$ cat src/rtl/irq_pkg.sv
// Shared constants, ID type and responder FSM state encoding for the IRQ acknowledge path.
package irq_pkg;
  localparam int NUM_IRQ = 8;
  localparam int ID_W    = $clog2(NUM_IRQ);

  typedef logic [ID_W-1:0] irq_id_t;

  typedef enum logic [1:0] {
    IDLE    = 2'd0,
    SERVICE = 2'd1,
    ACK     = 2'd2,
    HOLDOFF = 2'd3
  } resp_state_e;
endpackage

$ cat src/rtl/irq_svc_counter.sv
// Bank of NUM saturating per-ID service counters with one increment port and one read port.
module irq_svc_counter #(
  parameter int NUM   = 8,
  parameter int ID_W  = 3,
  parameter int CNT_W = 8
) (
  input  logic             clk,
  input  logic             rst,
  input  logic             inc,
  input  logic [ID_W-1:0]  inc_idx,
  input  logic [ID_W-1:0]  sel,
  output logic [CNT_W-1:0] count
);
  localparam logic [CNT_W-1:0] CNT_MAX = {CNT_W{1'b1}};

  logic [NUM-1:0][CNT_W-1:0] cnt;

  // An index >= NUM matches no lane, so out-of-range IDs never count.
  for (genvar g = 0; g < NUM; g++) begin : g_cnt
    always_ff @(posedge clk) begin
      if (rst)
        cnt[g] <= '0;
      else if (inc && inc_idx == ID_W'(g) && cnt[g] != CNT_MAX)
        cnt[g] <= cnt[g] + 1'b1;
    end
  end

  always_comb begin
    count = '0;
    if (int'(sel) < NUM)
      count = cnt[sel];
  end
endmodule

$ cat src/rtl/irq_responder.sv
// Interrupt acknowledge engine: capture ID, model a fixed service time, pulse ack, hold off one cycle.
// Per-ID service statistics are built only when IRQ_RESPONDER_STATS_EN is defined.
module irq_responder
  import irq_pkg::*;
#(
  parameter int NUM_IRQ        = irq_pkg::NUM_IRQ,
  parameter int ID_W           = $clog2(NUM_IRQ),
  parameter int SERVICE_CYCLES = 4,
  parameter int CNT_W          = 8
) (
  input  logic             clk,
  input  logic             rst,
  input  logic             irq_out,
  input  logic [ID_W-1:0]  irq_id,
  input  logic             int_enable,
  output logic             ack,
  output logic [ID_W-1:0]  ack_id,
  output logic             busy,
  output logic [ID_W-1:0]  last_id,
  input  logic [ID_W-1:0]  stat_sel,
  output logic [CNT_W-1:0] stat_count
);
  localparam int SC_W = (SERVICE_CYCLES > 1) ? $clog2(SERVICE_CYCLES) : 1;
  localparam logic [SC_W-1:0] SC_LOAD = SC_W'(SERVICE_CYCLES - 1);

  resp_state_e     state, nxt;
  logic [SC_W-1:0] svc_cnt;
  logic [ID_W-1:0] id_q;
  logic            accept;

  assign accept = irq_out && int_enable;

  always_ff @(posedge clk) begin
    if (rst) state <= IDLE;
    else     state <= nxt;
  end

  always_comb begin
    nxt = state;
    case (state)
      IDLE:    if (accept) nxt = SERVICE;
      SERVICE: if (svc_cnt == '0) nxt = ACK;
      ACK:     nxt = HOLDOFF;
      HOLDOFF: nxt = IDLE;
      default: nxt = IDLE;
    endcase
  end

  always_comb begin
    ack    = (state == ACK);
    ack_id = ack ? id_q : '0;
    busy   = (state != IDLE);
  end

  // Inputs are only sampled in IDLE; everything after capture runs on id_q.
  always_ff @(posedge clk) begin
    if (rst) begin
      id_q    <= '0;
      svc_cnt <= '0;
      last_id <= '0;
    end else begin
      case (state)
        IDLE: if (accept) begin
          id_q    <= irq_id;
          svc_cnt <= SC_LOAD;
        end
        SERVICE: if (svc_cnt != '0) svc_cnt <= svc_cnt - 1'b1;
        ACK:     last_id <= id_q;
        default: ;
      endcase
    end
  end

`ifdef IRQ_RESPONDER_STATS_EN
  irq_svc_counter #(
    .NUM   (NUM_IRQ),
    .ID_W  (ID_W),
    .CNT_W (CNT_W)
  ) u_cnt (
    .clk     (clk),
    .rst     (rst),
    .inc     (state == ACK),
    .inc_idx (id_q),
    .sel     (stat_sel),
    .count   (stat_count)
  );
`else
  logic unused_sel;
  assign unused_sel = ^stat_sel;
  assign stat_count = '0;
`endif
endmodule

$ cat config.mk
export PLATFORM = sky130hd
export DESIGN_NAME = irq_responder
export DESIGN_NICKNAME = d
export VERILOG_FILES = /design/src/rtl/irq_pkg.sv /design/src/rtl/irq_svc_counter.sv /design/src/rtl/irq_responder.sv
export SDC_FILE = /design/constraint.sdc
export NUM_CORES = 1
export LEC_CHECK = 0
export CORE_UTILIZATION = 35
export DETAILED_ROUTE_END_ITERATION = 16
export PLACE_DENSITY = 0.67
export SYNTH_ARGS = -nofsm -noshare
export SYNTH_HDL_FRONTEND = slang
export SYNTH_SLANG_ARGS = --single-unit
export TNS_END_PERCENT = 10
$ cat constraint.sdc
create_clock -name clk -period 1.88 [get_ports clk]
set_clock_uncertainty 0.15 [all_clocks]
set_input_delay 0.282 -clock clk [delete_from_list [all_inputs] [get_ports clk]]
set_output_delay 0.282 -clock clk [all_outputs]
set_load 0.1 [all_outputs]
==> results of run 1 <==
-- kinds of logic (layout without fill, tap and decap cells) --
logic type / after synthesis / after routing
AO/OA/AOI/OAI: 12 / 12
adder cells (fa/ha/maj): 6 / 6
buffers and inverters: 15 / 24
flip-flops: 10 / 10
multiplexers: 3 / 3
other: 1 / 8
AND/OR/NAND/NOR: 20 / 20
-- metal layers --
metal	global-route usage (%)	share of wire, %
met1	13.9	44
met3	4.31	6.6
met4	5.63	0
met2	22.8	49
met5	0	0
-- timing repair --
action                                  CTS  global route
endpoints found under the setup margin    0             2
resized for setup                         0             2
setup buffers                             0             0
-- critical path, delay by kind of cell (launching register included) --
| kind | cells | cell delay (ns) |
|---|---|---|
| adder cells (fa/ha/maj) | 1 | 0.22 |
| buffers and inverters | 2 | 0.33 |
| AND/OR/NAND/NOR | 1 | 0.20 |
| flip-flops | 1 | 0.33 |
-- area by class of cell --
class                      count  area [µm²]
fill                         148         704
multi-input combinational     49         320
timing repair buffer          14         220
sequential                    10         200
clock buffer                   4        36.3
inverter                       6        22.5
tap                           16        20.0
-- registers in the layout, summed over array words and instances (netlist names) --
signal	flops
state	2
id_q	3
svc_cnt	2
last_id	3
-- power groups by stage --
stage               Sequential, mW  Combinational, mW  Clock (mW)
floorplan                    0.303              0.557           0
global placement             0.296              0.729           0
detailed placement           0.297              0.746           0
CTS                          0.295              0.752       0.200
global route                 0.304              0.806       0.214
finish                       0.295              0.754       0.191
-- Yosys cell counts --
library cell,count,share of area (%)
inv_1,6,3.9
a311oi_1,1,1.5
buf_4,8,10
a21bo_2,1,1.7
o21ai_0,2,1.7
nand3b_1,1,1.3
a31oi_1,1,1.1
and2_1,3,3.3
ha_1,6,13
and3_1,1,1.1
nor4_1,1,1.1
clkbuf_1,1,0.65
a21oi_1,6,5.2
nor3_1,1,0.87
conb_1,1,0.65
or2_2,1,1.1
nand3_1,1,0.87
nor2_1,7,4.6
dfxtp_1,10,35
mux2i_1,3,5.2
a21boi_2,1,2.0
nand2_1,2,1.3
or3_1,1,1.1
nor2b_1,1,1.1
-- through the flow --
| step | instances | area (µm²) | total power [mW] |
|---|---|---|---|
| finish | 99 | 820 | 1.24 |
| global route | 99 | 820 | 1.32 |
| CTS | 99 | 815 | 1.25 |
| detailed placement | 95 | 778 | 1.04 |
| global placement | 95 | 778 | 1.02 |
| floorplan | 74 | 602 | 0.860 |
-- worst max path at each step --
stage,start,end,slack [ns],cells after the start
after floorplan,state[0],ack_id[0],0.08,3
after global placement,irq_out,state[0],0.28,4
after detailed placement,irq_out,state[0],0.25,4
after CTS,state[0],ack_id[1],0.08,4
after global routing,state[0],ack_id[0],0.02,4
final,state[0],ack_id[1],0.11,4
==> results.sh, run 1 <==
export IMPL_synth_avg_cell_area_um2=8.55
export IMPL_area_growth_pct=43.0
export IMPL_setup_slack_ns=0.111
export IMPL_cts_tree="built"
export IMPL_place_ws_ns=0.246
export IMPL_layout_nets=100
export IMPL_yosys_area_share_simple_pct=17.7
export IMPL_min_from="id_q[0]"
export IMPL_diodes=0
export IMPL_drv_slew=0
export IMPL_num_rows=14
export IMPL_drv_cap=0
export IMPL_end_kind="primary output"
export IMPL_cts_sinks=10
export IMPL_path_cells="inv_1 -> ha_2 -> and2_1 -> buf_12"
export IMPL_die_w_um=42.5
export IMPL_path_max_fanout=4
export IMPL_cts_path_max_buffers=2
export IMPL_synth_area_mux_share_pct=5.24
export IMPL_numCtsBuffers=3
export IMPL_core_mm2=0.00152
export IMPL_synth_warning_count=0
export IMPL_gr_total_overflow=0
export IMPL_outcome="complete, no violations"
export IMPL_power_leakage_nw=0.360
export IMPL_gp_congestion=0.701
export IMPL_crit_path_start_kind="flip-flop"
export IMPL_syn_inst=67
export IMPL_start_util_pct=37.6
export IMPL_syn_area_um2=573
export IMPL_hold_buffers=0
export IMPL_synth_seq_area_share_pct=34.9
export IMPL_synth_cell_types=24
export IMPL_ys_ff_latch=10
export IMPL_hpwl_um=835
export IMPL_layout_common_cells="dfxtp_1, conb_1, buf_12, nor2_1"
export IMPL_setup_viol=0
export IMPL_required_ns=1.45
export IMPL_hold_end="id_q[0]"
export IMPL_clk_latency_ns=0.26
export IMPL_synth_xor_area_share_pct=0
export IMPL_reg2reg_slack_ns=0.25
export IMPL_drt_pass1_iter_count=2
export IMPL_switchingPower_uw=589
export IMPL_synth_top_family_by_area="simple AND/OR/NAND/NOR gates"
export IMPL_routed_via_density=4.69
export IMPL_via_count=464
export IMPL_drt_iter0_markers=3
export IMPL_slowest_stage="dfxtp_1"
export IMPL_hold_depth=2
export IMPL_grt_usage_pct=13.0
export IMPL_final_util_pct=53.8
export IMPL_clkTransAtPathRegs_ns=0.07
export IMPL_grt_antenna_before_repair=0
export IMPL_arrival_ns=1.34
export IMPL_grt_pass1_vias=422
export IMPL_ant_nets=0
export IMPL_drive_gt1_share_pct=21.7
export IMPL_finalCritPeriodShare_pct=94.1
export IMPL_layout_commonest_cell="dfxtp_1"
export IMPL_synth_compound_area_share_pct=13.3
export IMPL_power_share_clock_pct=15.4
export IMPL_swShare_pct=47.5
export IMPL_fin_hold_ws_ns=0.342
export IMPL_fmax_ghz=0.565
export IMPL_ff2ff_path_depth=5
export IMPL_dieArea_mm2=0.00180
export IMPL_avgRoutedWirePerCell_um=10.8
export IMPL_powerDensity_mw_per_mm2=1510
export IMPL_r2r_end="state[0]"
export IMPL_hold_path_class="reg2reg"
export IMPL_grt_pass1_wl_mm=1.71
export IMPL_postRouteWirelength_mm=1.07
export IMPL_rsz0062_at_grt="false"
export IMPL_grt_max_degree=11
export IMPL_htreeDepth=1
export IMPL_combPwrFrac_pct=60.8
export IMPL_regToRegStartpoint="state[0]"
export IMPL_port_buffers=14
export IMPL_dieHeight_um=42.5
export IMPL_seq_power_share_pct=23.8
export IMPL_hold_viol=0
export IMPL_synthAdderAreaFrac_pct=13.1
export IMPL_clockRootBuffer="clkbuf_4"
export IMPL_internal_power_uw=651
export IMPL_drc=0
export IMPL_crit_type="reg2out"
export IMPL_ioPinCount=26
export IMPL_vdd_ir_drop_max_mv=1.17
export IMPL_slowest_delay_ns=0.33
export IMPL_min_period_ns=1.77
export IMPL_tns_ns=0
(Power assumes the default switching activity.)
==> run 2, diff against run 1 <==
--- a/config.mk
+++ b/config.mk
@@ -6,6 +6,7 @@
 export NUM_CORES = 1
 export LEC_CHECK = 0
 export CORE_UTILIZATION = 35
+export CTS_BUF_LIST = sky130_fd_sc_hd__clkbuf_4
 export DETAILED_ROUTE_END_ITERATION = 16
 export PLACE_DENSITY = 0.67
 export SYNTH_ARGS = -nofsm -noshare
==> run 2 against run 1 <==
Against the previous run: maximum frequency hardly changed; largest cell class unchanged; worst hold slack lost 0.0020 ns; highest routed layer unchanged; cell count unchanged; non-clock buffer count unchanged; critical path type unchanged.
==> results.sh, run 2 (same netlist as run 1, synthesis figures left out) <==
export IMPL_dp_cells=95
export IMPL_grt_antenna_before_repair=0
export IMPL_swShare_pct=48.9
export IMPL_path_max_fanout=4
export IMPL_drive_gt1_share_pct=20.5
export IMPL_ioPinCount=26
export IMPL_cts_sinks=10
export IMPL_place_ws_ns=0.246
export IMPL_dieArea_mm2=0.00180
export IMPL_required_ns=1.45
export IMPL_hold_path_class="reg2reg"
export IMPL_fin_hold_ws_ns=0.340
export IMPL_outcome="complete, no violations"
export IMPL_clkTransAtPathRegs_ns=0.07
export IMPL_hold_viol=0
export IMPL_post_cts_buffers=0
export IMPL_layout_common_cells="dfxtp_1, conb_1, buf_12, nor2_1"
export IMPL_seq_power_share_pct=24.6
export IMPL_instances_no_fill=99
export IMPL_dieHeight_um=42.5
export IMPL_placed_area_um2=778
export IMPL_cts_tree="built"
export IMPL_grt_pass1_vias=425
export IMPL_setup_viol=0
export IMPL_gr_total_overflow=0
export IMPL_finalCritPeriodShare_pct=94.1
export IMPL_power_share_clock_pct=12.2
export IMPL_crit_path_start_kind="flip-flop"
export IMPL_final_util_pct=53.1
export IMPL_gp_congestion=0.701
export IMPL_arrival_ns=1.34
export IMPL_hold_depth=2
export IMPL_drc=0
export IMPL_tns_ns=0
export IMPL_cts_path_max_buffers=2
export IMPL_diodes=0
export IMPL_ff2ff_path_depth=5
export IMPL_fillers=149
export IMPL_core_mm2=0.00152
export IMPL_combPwrFrac_pct=63.1
export IMPL_htreeDepth=1
export IMPL_num_rows=14
export IMPL_hold_buffers=0
export IMPL_via_count=465
export IMPL_grt_use_met3_pct=4.31
export IMPL_grt_max_degree=11
export IMPL_power_leakage_nw=0.355
export IMPL_grt_usage_pct=12.7
export IMPL_fmax_ghz=0.565
export IMPL_drv_cap=0
export IMPL_postRouteWirelength_mm=1.05
export IMPL_hpwl_um=835
export IMPL_drt_iter0_markers=3
export IMPL_internal_power_uw=610
export IMPL_drt_pass1_iter_count=2
export IMPL_reg_top3="id_q: 3 flops, last_id: 3 flops"
export IMPL_port_buffers=14
export IMPL_min_from="id_q[0]"
export IMPL_vdd_ir_drop_max_mv=1.09
export IMPL_worstSetupStartpoint="state[0]"
export IMPL_rsz0062_at_grt="false"
export IMPL_crit_type="reg2out"
export IMPL_start_util_pct=37.6
export IMPL_area_growth_pct=41.3
export IMPL_ant_nets=0
export IMPL_switchingPower_uw=584
export IMPL_grt_pass1_wl_mm=1.70
export IMPL_p_total_mw=1.19
export IMPL_clockRootBuffer="clkbuf_4"
export IMPL_drv_slew=0
export IMPL_end_kind="primary output"
export IMPL_clk_latency_ns=0.26
export IMPL_min_period_ns=1.77
export IMPL_busiest_layer="met2"
export IMPL_layout_commonest_cell="dfxtp_1"
export IMPL_powerDensity_mw_per_mm2=1470
export IMPL_regToRegStartpoint="state[0]"
export IMPL_grt_util_met1_pct=13.9
export IMPL_gr_usage_met2_pct=22.8
export IMPL_final_area_um2=810
export IMPL_numCtsBuffers=3
export IMPL_routed_via_density=4.70
export IMPL_die_w_um=42.5
export IMPL_setup_slack_ns=0.111
export IMPL_layout_nets=100
export IMPL_avgRoutedWirePerCell_um=10.6
## run 2: cell count changes in the layout (fill, tap and decap cells not counted)
cell | previous run | this run
clkbuf_8 | 1 | 0
clkinv_1 | 0 | 1
## run 2: final timing paths
check / end / slack [ns]
worst min-delay path: id_q[0] / 0.34
worst min register to register: id_q[0] / 0.34
worst max-delay path: ack_id[1] / 0.11
worst max register to register: state[0] / 0.25
## run 2: repair_timing
| action | 4_1_cts | 5_1_grt |
|---|---|---|
| endpoints found under the hold margin | 0 | 0 |
| gates resized for setup | 0 | 2 |
| setup endpoints to repair | 0 | 1 |
## run 2: area by class of cell
| class | count | area [µm²] | area share [%] |
|---|---|---|---|
| repair buffers | 14 | 220 | 27.2 |
| well taps | 16 | 20.0 | 2.47 |
| multi-input cells | 49 | 320 | 39.6 |
| clock buffers | 3 | 22.5 | 2.78 |
| inverters | 6 | 22.5 | 2.78 |
| clock inverters | 1 | 3.75 | 0.464 |
| flip-flops and latches | 10 | 200 | 24.7 |
## run 2: critical path, stage by stage (launching register included)
cell and delay (ns):
dfxtp_1 0.33, inv_1 0.14, ha_2 0.22, and2_1 0.20, buf_12 0.19
## run 2: power groups by stage
| stage | Combinational [mW] | Sequential [mW] | Clock, mW |
|---|---|---|---|
| final | 0.754 | 0.294 | 0.146 |
| after CTS | 0.751 | 0.294 | 0.155 |
| after global placement | 0.729 | 0.296 | 0 |
| after floorplan | 0.557 | 0.303 | 0 |
| after global routing | 0.807 | 0.303 | 0.170 |
| after detailed placement | 0.746 | 0.297 | 0 |
## run 2: per-layer routing
layer	part of all wire (%)	vias up	wire [µm]
met5	0	-	0
met4	0	0	0
met2	49	20	509
li1	-	239	-
met1	44	206	464
met3	6.7	0	70
